--- src/rtl/npu_inst_fetch.sv ---
// npu_inst_fetch: reader side of the 128 x 512 instruction SRAM.
//
// Purpose
//   Walks the program counter from a start address and issues SRAM reads.
//   Each read returns one cycle later and is captured into a 2-entry output
//   buffer that hides the SRAM latency. Words go to the decoder over a
//   valid/ready handshake. Fetching stops when a word carrying the HALT
//   opcode enters the buffer; done pulses when that word is accepted.
//
// Ports
//   clk, rst_n         clock, asynchronous active-low reset
//   start, start_addr  launch pulse (IDLE/DONE only) and first address
//   sram_addr/we/d     SRAM address, write enable, write data
//   sram_q             SRAM read data, valid the cycle after sram_addr
//   inst_valid/ready   decoder handshake
//   inst_data/pc/last  head word, its fetch address, HALT marker
//   busy, done         FETCH|DRAIN status, 1-cycle pulse on HALT acceptance
//   wrap_err           sticky: PC wrapped 511->0 before HALT, cleared by start
//
// Configuration
//   INST_LOADER_EN  adds load_en/load_addr/load_data so the host can write
//                   the program while the fetcher is IDLE or DONE. When the
//                   macro is undefined sram_we and sram_d are tied to 0.
module npu_inst_fetch #(
  parameter int unsigned DATA_W  = 128,
  parameter int unsigned ADDR_W  = 9,
  parameter logic [3:0]  HALT_OP = 4'h8
) (
  input  logic              clk,
  input  logic              rst_n,
  input  logic              start,
  input  logic [ADDR_W-1:0] start_addr,
  output logic [ADDR_W-1:0] sram_addr,
  output logic              sram_we,
  output logic [DATA_W-1:0] sram_d,
  input  logic [DATA_W-1:0] sram_q,
  output logic              inst_valid,
  input  logic              inst_ready,
  output logic [DATA_W-1:0] inst_data,
  output logic [ADDR_W-1:0] inst_pc,
  output logic              inst_last,
  output logic              busy,
  output logic              done,
  output logic              wrap_err
`ifdef INST_LOADER_EN
  ,
  input  logic              load_en,
  input  logic [ADDR_W-1:0] load_addr,
  input  logic [DATA_W-1:0] load_data
`endif
);

  typedef enum logic [1:0] {S_IDLE, S_FETCH, S_DRAIN, S_DONE} state_t;

  localparam logic [ADDR_W-1:0] PC_ONE = {{(ADDR_W-1){1'b0}}, 1'b1};

  state_t            state_q, state_d;
  logic [ADDR_W-1:0] pc_q, pc_d;
  logic [ADDR_W-1:0] addr_q, addr_d;
  logic              inflight_q, inflight_d;
  logic              wrap_err_q, wrap_err_d;
  logic [1:0]        count_q, count_d;
  logic              rd_ptr_q, rd_ptr_d;
  logic              wr_ptr_q, wr_ptr_d;

  logic [DATA_W-1:0] buf_data_q [2];
  logic [ADDR_W-1:0] buf_pc_q   [2];
  logic              buf_last_q [2];

  logic              idle_like, load_req, start_go, pop, wr_en, halt_in, issue;
  logic              head_last;
  logic [ADDR_W-1:0] issue_addr;
  logic [1:0]        occ;

  assign idle_like = (state_q == S_IDLE) || (state_q == S_DONE);

`ifdef INST_LOADER_EN
  assign load_req = idle_like && load_en;
  assign sram_we  = load_req;
  assign sram_d   = load_req ? load_data : '0;
`else
  assign load_req = 1'b0;
  assign sram_we  = 1'b0;
  assign sram_d   = '0;
`endif

  // A load in the same cycle as start takes priority.
  assign start_go   = idle_like && start && !load_req;
  assign inst_valid = (count_q != 2'd0);
  assign head_last  = buf_last_q[rd_ptr_q];
  assign pop        = inst_valid && inst_ready;

  // Returning words are only kept while still fetching; a read issued in
  // the cycle the HALT word lands comes back in DRAIN and is dropped.
  assign wr_en   = inflight_q && (state_q == S_FETCH);
  assign halt_in = wr_en && (sram_q[DATA_W-1 -: 4] == HALT_OP);

  // Occupancy counts the word already in flight. A pop in the same cycle
  // frees a slot, which is what allows one word per cycle when ready is high.
  assign occ   = count_q + {1'b0, inflight_q};
  assign issue = start_go ||
                 ((state_q == S_FETCH) && (occ < (pop ? 2'd3 : 2'd2)));

  // The first read goes out in the start cycle itself, so the first word is
  // visible two cycles after start.
  assign issue_addr = start_go ? start_addr : pc_q;

  always_comb begin
    sram_addr = addr_q;
    if (issue) sram_addr = issue_addr;
`ifdef INST_LOADER_EN
    if (load_req) sram_addr = load_addr;
`endif
  end

  // addr_q doubles as the fetch address of the word returning next cycle.
  assign addr_d = sram_addr;

  always_comb begin
    state_d    = state_q;
    pc_d       = pc_q;
    inflight_d = issue;
    wrap_err_d = wrap_err_q;
    count_d    = count_q;
    rd_ptr_d   = rd_ptr_q ^ pop;
    wr_ptr_d   = wr_ptr_q ^ wr_en;

    case ({wr_en, pop})
      2'b10:   count_d = count_q + 2'd1;
      2'b01:   count_d = count_q - 2'd1;
      default: count_d = count_q;
    endcase

    if (issue) pc_d = issue_addr + PC_ONE;

    if (start_go) wrap_err_d = 1'b0;
    if (issue && (issue_addr == '1)) wrap_err_d = 1'b1;

    case (state_q)
      S_IDLE, S_DONE: if (start_go) state_d = S_FETCH;
      S_FETCH:        if (halt_in) state_d = S_DRAIN;
      S_DRAIN:        if (pop && head_last) state_d = S_DONE;
      default:        state_d = S_IDLE;
    endcase
  end

  always_ff @(posedge clk or negedge rst_n) begin
    if (!rst_n) begin
      state_q    <= S_IDLE;
      pc_q       <= '0;
      addr_q     <= '0;
      inflight_q <= 1'b0;
      wrap_err_q <= 1'b0;
      count_q    <= 2'd0;
      rd_ptr_q   <= 1'b0;
      wr_ptr_q   <= 1'b0;
    end else begin
      state_q    <= state_d;
      pc_q       <= pc_d;
      addr_q     <= addr_d;
      inflight_q <= inflight_d;
      wrap_err_q <= wrap_err_d;
      count_q    <= count_d;
      rd_ptr_q   <= rd_ptr_d;
      wr_ptr_q   <= wr_ptr_d;
    end
  end

  // Buffer payload carries no reset; occupancy is tracked by count_q and
  // the outputs are masked while the buffer is empty.
  always_ff @(posedge clk) begin
    if (wr_en) begin
      buf_data_q[wr_ptr_q] <= sram_q;
      buf_pc_q[wr_ptr_q]   <= addr_q;
      buf_last_q[wr_ptr_q] <= halt_in;
    end
  end

  assign inst_data = inst_valid ? buf_data_q[rd_ptr_q] : '0;
  assign inst_pc   = inst_valid ? buf_pc_q[rd_ptr_q] : '0;
  assign inst_last = inst_valid && head_last;
  assign done      = (state_q == S_DRAIN) && pop && head_last;
  assign busy      = (state_q == S_FETCH) || (state_q == S_DRAIN);
  assign wrap_err  = wrap_err_q;

endmodule
--- config.mk ---
export PLATFORM = sky130hd
export DESIGN_NAME = npu_inst_fetch
export DESIGN_NICKNAME = d
export VERILOG_FILES = /design/src/rtl/npu_inst_fetch.sv
export SDC_FILE = /design/constraint.sdc
export NUM_CORES = 1
export LEC_CHECK = 0
export ABC_AREA = 0
export CAP_MARGIN = 20
export CORE_ASPECT_RATIO = 0.8
export CORE_MARGIN = 3
export CORE_UTILIZATION = 42
export DETAILED_ROUTE_END_ITERATION = 16
export PLACE_DENSITY = 0.75
export SLEW_MARGIN = 25
export SYNTH_ARGS = -nofsm -noshare
export SYNTH_HDL_FRONTEND = slang
export SYNTH_SLANG_ARGS = --single-unit
--- constraint.sdc ---
create_clock -name clk -period 4.2 [get_ports clk]
set_input_delay 1.26 -clock clk [delete_from_list [all_inputs] [get_ports clk]]
set_output_delay 1.26 -clock clk [all_outputs]
set_load 0.03 [all_outputs]
==> impl_metrics.env, run 1 <==
export IMPL_status="finished clean"
export IMPL_core_sq_um=29600
export IMPL_synth_ff_type="edfxtp_1"
export IMPL_utilization=0.569
export IMPL_ys_ff_latch=302
export IMPL_crit_top_cell="buf_4"
export IMPL_switchingPower_mw=5.42
export IMPL_rr_startpoint="state_q[0]"
export IMPL_cts_root_buf="clkbuf_16"
export IMPL_crit_path_start_kind="input pin"
export IMPL_finalPower_mw=13.5
export IMPL_route_met2_wl_microns=13800
export IMPL_die_h_microns=162
export IMPL_syn2layout_area_growth_pct=31.8
export IMPL_cp_arrival_ns=2.89
export IMPL_synth_top_family_by_area="multiplexers"
export IMPL_slowest_delay_ns=0.48
export IMPL_layout_common_cells="clkdlybuf4s50_1 (282), edfxtp_1 (276), nor2_1 (147)"
export IMPL_crit_type="input pin to output port"
export IMPL_fin_crit_sh=0.988
export IMPL_synth_top_area_frac=0.648
export IMPL_initial_utilization=0.432
export IMPL_num_io_pins=421
export IMPL_die_area_sq_um=32600
export IMPL_startpoint="inst_ready"
export IMPL_clkTransAtPathRegs_ns=0.06
export IMPL_worst_slew_margin_rel=0.495
export IMPL_postSynthCellCount=872
export IMPL_ant_nets=0
export IMPL_hold_path_startpoint="addr_q[8]"
export IMPL_grt_use_total=0.163
export IMPL_timing_fmax_ghz=0.241
export IMPL_synth_fa_ha_area_frac=0.00880
export IMPL_critPathMaxFanout=7
export IMPL_fin_nets=1337
export IMPL_crit_chain="clkdlybuf4s50_1 -> nand2b_1 -> buf_4 -> a221oi_2 -> buf_4 -> nand2_1 -> a31oi_2 -> buf_4"
export IMPL_pwr_share_comb=0.496
export IMPL_clk_latency_ns=0.55
export IMPL_rows=56
export IMPL_synthArstFlopShare=0.0861
export IMPL_tightest_slew_ns=0.755
export IMPL_switching_share=0.402
export IMPL_met1_length_microns=12000
export IMPL_dr_wl_met3_microns=2090
export IMPL_whs_path_depth=0
export IMPL_irDropWorstVdd_mv=0.596
export IMPL_antenna_found_initial=2
export IMPL_synth_xor_area_frac=0.00685
export IMPL_layout_drive_gt1_share=0.0786
export IMPL_top_layer_used="met5"
export IMPL_wl_microns=28500
export IMPL_layout_commonest_cell="clkdlybuf4s50_1"
export IMPL_grt_first_pass_wirelength_microns=42100
export IMPL_grt_pass1_vias=7248
export IMPL_cp_required_ns=2.94
export IMPL_syn_cell_area_sq_um=12800
export IMPL_worst_path_buf_inv=4
export IMPL_clkPwrFrac=0.187
export IMPL_setup_viol=0
export IMPL_p_seq_frac=0.318
export IMPL_synth_area_leader_cell="edfxtp_1"
export IMPL_maxCapViolations=0
export IMPL_hold_class="register to register"
export IMPL_fillers=2337
export IMPL_synth_edf_count=276
export IMPL_cp_end_kind="output port"
export IMPL_finalCriticalPeriod_ns=4.15
export IMPL_reg2reg_depth=11
export IMPL_avgSynthCellArea_sq_um=14.7
export IMPL_hold_viol=0
export IMPL_dr_pass1_iters=4
export IMPL_numCtsBuffers=30
export IMPL_via_per_inst=4.62
export IMPL_synth_cell_types=39
export IMPL_yosys_warnings=0
export IMPL_report_final_slew_viol_count=0
export IMPL_finalClockSkew_ns=0.0142
export IMPL_grt_max_degree=100
export IMPL_clkSinkCount=302
export IMPL_multi_input_area_sq_um=3240
export IMPL_powerDensity_nw_per_um2=799
export IMPL_synth_compound_area_share=0.0148
export IMPL_overflow=0
export IMPL_p_int_mw=8.05
export IMPL_synth_simple_area_share=0.0630
export IMPL_clk_path_buf_depth=3
export IMPL_port_buffers=291
export IMPL_critical_path_top_delay_family="buffers and inverters"
export IMPL_slowest_stage="clkdlybuf4s50_1"
export IMPL_yosys_mux_area_fraction=0.117
export IMPL_whs_endpoint="buf_pc_q[0][8]"
export IMPL_synth_area_leaders="edfxtp_1 (65%), mux2i_1 (11%), buf_4 (7.6%)"
export IMPL_cts_hold_buf=0
export IMPL_post_drt_wl_per_cell_microns=17.6
export IMPL_vias=7470
export IMPL_drtIter0Drc=385
export IMPL_rr_endpoint="pc_q[8]"
export IMPL_synth_seq_area_share=0.699
export IMPL_die_x_microns=201
export IMPL_p_leak_nw=6.47
export IMPL_ff2ff_setup_slack_ns=1.50
export IMPL_drc_errors=0
export IMPL_register_area_sq_um=8940
export IMPL_htreeDepth=1
export IMPL_hpwl_microns=19400
export IMPL_gp_congestion=0.855
export IMPL_tritoncts="done"
==> layout make-up <==
type,count,area share
Sequential cell,302,0.530
Multi-Input combinational cell,524,0.192
Timing Repair Buffer,320,0.190
Clock buffer,45,0.0509
Tap cell,406,0.0301
Clock inverter,9,0.00393
Inverter,9,0.00200
Antenna cell,1,0.000148
==> cell usage after synthesis, drive strengths merged (6+ instances only) <==
library cell and n:
inv 9, o21ai 6, clkbuf 18, a31oi 6
edfxtp 276, xor2 7, buf 147, nor2 148
nand3 7, ha 9, dfrtp 26, mux2 7
nand2 34, mux2i 141
==> flip-flops by register name, summed over array words and instances (netlist names) <==
register	cells
buf_pc_q	18
buf_last_q	2
buf_data_q	256
state_q	2
wrap_err	1
wr_ptr_q	1
pc_q	9
addr_q	9
count_q	2
inflight_q	1
rd_ptr_q	1
==> cell families (layout without fill, tap and decap cells) <==
group / after synthesis / after routing
flip-flops: 302 / 302
AND/OR/NAND/NOR: 202 / 202
buffers and inverters: 174 / 383
multiplexers: 148 / 148
AO/OA/AOI/OAI: 26 / 26
XOR/XNOR: 10 / 10
adder cells (fa/ha/maj): 9 / 9
other: 1 / 130
==> power groups by stage <==
stage,clock network [mW],logic [mW],registers [mW]
after floorplan,0,4.14,4.28
after global placement,0,6.60,4.31
after detailed placement,0,6.67,4.34
after CTS,2.59,6.69,4.29
after global routing,2.71,7.05,4.34
final,2.52,6.68,4.28
==> repair_timing <==
item                                    CTS  global route
pin swaps                                 0             0
gates resized for setup                   6            12
buffers inserted                          0             0
endpoints found under the setup margin    2             9
==> per-stage QoR <==
step | hold slack, ns | area, sq um | setup TNS [ns] | instances | setup WS, ns
2_1_floorplan | 0.438 | 13300 | -79.29 | 1000 | -0.287
3_3_place_gp | 0.466 | 15900 | -0.484 | 1561 | -0.242
3_5_place_dp | 0.484 | 15900 | -0.527 | 1561 | -0.264
4_1_cts | 0.507 | 16800 | 0 | 1615 | 0.0372
5_1_grt | 0.510 | 16900 | -0.00735 | 1616 | -0.00735
6_report | 0.499 | 16900 | 0 | 1616 | 0.0492
==> how the worst max path moves through the flow <==
stage	end	slack, ns	cells past startpoint
floorplan	buf_data_q[1][0]	-0.29	5
global placement	sram_addr[8]	-0.24	6
detailed placement	sram_addr[1]	-0.26	6
CTS	sram_addr[3]	0.04	8
global route	sram_addr[4]	-0.007	8
finish	sram_addr[3]	0.05	8
==> worst reg2reg max path: stages, from the launching register on <==
cell     delay, ns
dfrtp_1       0.38
inv_1         0.07
ha_1          0.40
nand2_1       0.23
buf_6         0.25
nand2_1       0.10
nand2_1       0.08
ha_1          0.21
nand3_1       0.15
a21oi_1       0.21
ha_1          0.26
mux2_2        0.26
==> layer usage <==
metal  vias up  track usage
li1       3505            -
met5         -            0
met2       280        0.268
met1      3638        0.216
met3        45       0.0455
met4         2       0.0409
No activity file was read; power rests on OpenSTA's default activity.
==> inputs of run 2 (changes only) <==
==> constraint.sdc (replaced) <==
create_clock -name clk -period 4.2 [get_ports clk]
set_input_delay 0.63 -clock clk [delete_from_list [all_inputs] [get_ports clk]]
set_output_delay 0.63 -clock clk [all_outputs]
set_load 0.03 [all_outputs]
==> run 2 against run 1 <==
Against the previous run: highest routed layer unchanged; largest power group unchanged; power shrank 1.2%; worst setup slack better by 0.37 ns; combinational power shrank 3.4%.
==> impl_metrics.env, run 2 (synthesis gave the netlist of run 1 again) <==
export IMPL_status="finished clean"
export IMPL_syn2layout_area_growth_pct=30.7
export IMPL_hold_class="input pin to asynchronous set/reset pin"
export IMPL_num_io_pins=421
export IMPL_post_drt_wl_per_cell_microns=17.7
export IMPL_slowest_delay_ns=0.73
export IMPL_initial_utilization=0.432
export IMPL_fin_ws_ns=0.417
export IMPL_grt_max_degree=140
export IMPL_irDropWorstVdd_mv=0.698
export IMPL_clkSinkCount=302
export IMPL_drc_errors=0
export IMPL_post_place_ws_ns=0.688
export IMPL_die_h_microns=162
export IMPL_place_inst=1547
export IMPL_core_sq_um=29600
export IMPL_drtIter0Drc=419
export IMPL_cts_root_buf="clkbuf_16"
export IMPL_timing_fmax_ghz=0.264
export IMPL_cp_required_ns=3.57
export IMPL_whs_ns=0.457
export IMPL_ant_nets=0
export IMPL_tritoncts="done"
export IMPL_layout_drive_gt1_share=0.0601
export IMPL_vias=7465
export IMPL_crit_path_start_kind="register"
export IMPL_cp_arrival_ns=3.15
export IMPL_slowest_stage="clkdlybuf4s50_1"
export IMPL_hold_viol=0
export IMPL_final_cell_area_sq_um=16700
export IMPL_finalClockSkew_ns=0.0172
export IMPL_hpwl_microns=18900
export IMPL_finalCriticalPeriod_ns=3.78
export IMPL_crit_type="register to output port"
export IMPL_worst_slew_margin_rel=0.433
export IMPL_gp_congestion=0.842
export IMPL_maxCapViolations=0
export IMPL_clk_path_buf_depth=3
export IMPL_overflow=0
export IMPL_layout_common_cells="clkdlybuf4s50_1 (291), edfxtp_1 (276), nor2_1 (147)"
export IMPL_powerDensity_nw_per_um2=796
export IMPL_fillers=2385
export IMPL_cts_resized_gates=0
export IMPL_multi_input_area_sq_um=3200
export IMPL_report_final_slew_viol_count=0
export IMPL_die_x_microns=201
export IMPL_rsz0062_at_grt="no"
export IMPL_clkTransAtPathRegs_ns=0.06
export IMPL_fin_crit_sh=0.901
export IMPL_fin_cells=1606
export IMPL_critical_path_top_delay_family="compound AO/OA/AOI/OAI gates"
export IMPL_dpl_instance_area_sq_um=15800
export IMPL_numCtsBuffers=31
export IMPL_dr_pass1_iters=4
export IMPL_finalPower_mw=13.3
export IMPL_register_area_sq_um=8940
export IMPL_top_register="buf_data_q"
export IMPL_setup_viol=0
export IMPL_grt_use_total=0.164
export IMPL_via_per_inst=4.65
export IMPL_rows=56
export IMPL_grt_pass1_vias=7298
export IMPL_reg_top3="buf_data_q (256), buf_pc_q (18)"
export IMPL_fin_nets=1324
export IMPL_crit_chain="ha_1 -> nand2b_1 -> a221oi_2 -> nand2_1 -> a31oi_1 -> clkdlybuf4s50_1"
export IMPL_layout_commonest_cell="clkdlybuf4s50_1"
export IMPL_p_leak_nw=6.39
export IMPL_antenna_found_initial=5
export IMPL_clk_latency_ns=0.55
export IMPL_htreeDepth=1
export IMPL_die_area_sq_um=32600
export IMPL_cp_end_kind="output port"
export IMPL_wl_microns=28500
export IMPL_grt_first_pass_wirelength_microns=42800
export IMPL_worst_path_buf_inv=1
export IMPL_port_buffers=291
export IMPL_cts_hold_buf=0
export IMPL_tightest_slew_ns=0.850
export IMPL_largest_reg_flops=256
export IMPL_critPathMaxFanout=7
export IMPL_post_cts_repair_setup_buffers=0
[run 2: cell count changes in the layout (fill, tap and decap cells not counted), moves of 2 or more]
| cell | delta |
|---|---|
| clkdlybuf4s50_1 | +9 |
| buf_2 | -2 |
| clkinv_2 | +6 |
| buf_12 | -3 |
| a31oi_1 | +6 |
| a31oi_2 | -6 |
| buf_6 | -2 |
| clkinv_1 | -2 |
| buf_4 | -16 |
[run 2: metrics by stage]
step | setup TNS (ns) | util
6_report | 0 | 0.564
5_1_grt | 0 | 0.564
4_1_cts | 0 | 0.564
3_5_place_dp | 0 | 0.532
3_3_place_gp | 0 | 0.532
2_1_floorplan | -79.29 | -
[run 2: cell type report]
class / instances / share of cell area
Clock inverter: 14 / 0.00591
Sequential cell: 302 / 0.535
Tap cell: 406 / 0.0304
Antenna cell: 2 / 0.000299
Multi-Input combinational cell: 524 / 0.192
Timing Repair Buffer: 306 / 0.185
Clock buffer: 43 / 0.0503
Inverter: 9 / 0.00202
[run 2: report_power, final]
group          total, mW  switching, mW  internal, mW
clock               2.55           1.10          1.45
sequential          4.32          0.309          4.01
combinational       6.45           3.97          2.48
total               13.3           5.38          7.94
[run 2: layer usage]
layer	track usage	wire, microns	up-vias
met3	0.0483	2200	54
met4	0.0354	546	8
met1	0.218	11900	3637
met2	0.271	13800	282
met5	0	54	-
li1	-	-	3484
[run 2: path summary, 6_finish.rpt]
kind                       slack [ns]  startpoint  cells past startpoint        endpoint
min                              0.46       rst_n                      2         pc_q[6]
max in group asynchronous        3.44       rst_n                      2        rd_ptr_q
min in group clk                 0.49   addr_q[5]                      0  buf_pc_q[1][5]
max                              0.42  count_q[0]                      6    sram_addr[5]
max reg2reg                      1.30  state_q[0]                     10         pc_q[8]
min reg2reg                      0.49   addr_q[5]                      0  buf_pc_q[1][5]
==> inputs of run 3 (changes only) <==
- ABC_CLOCK_PERIOD_IN_PS: unset -> 4200
==> results of run 3 <==
No change in the layout: final DEF, timing and power equal those of run 2.
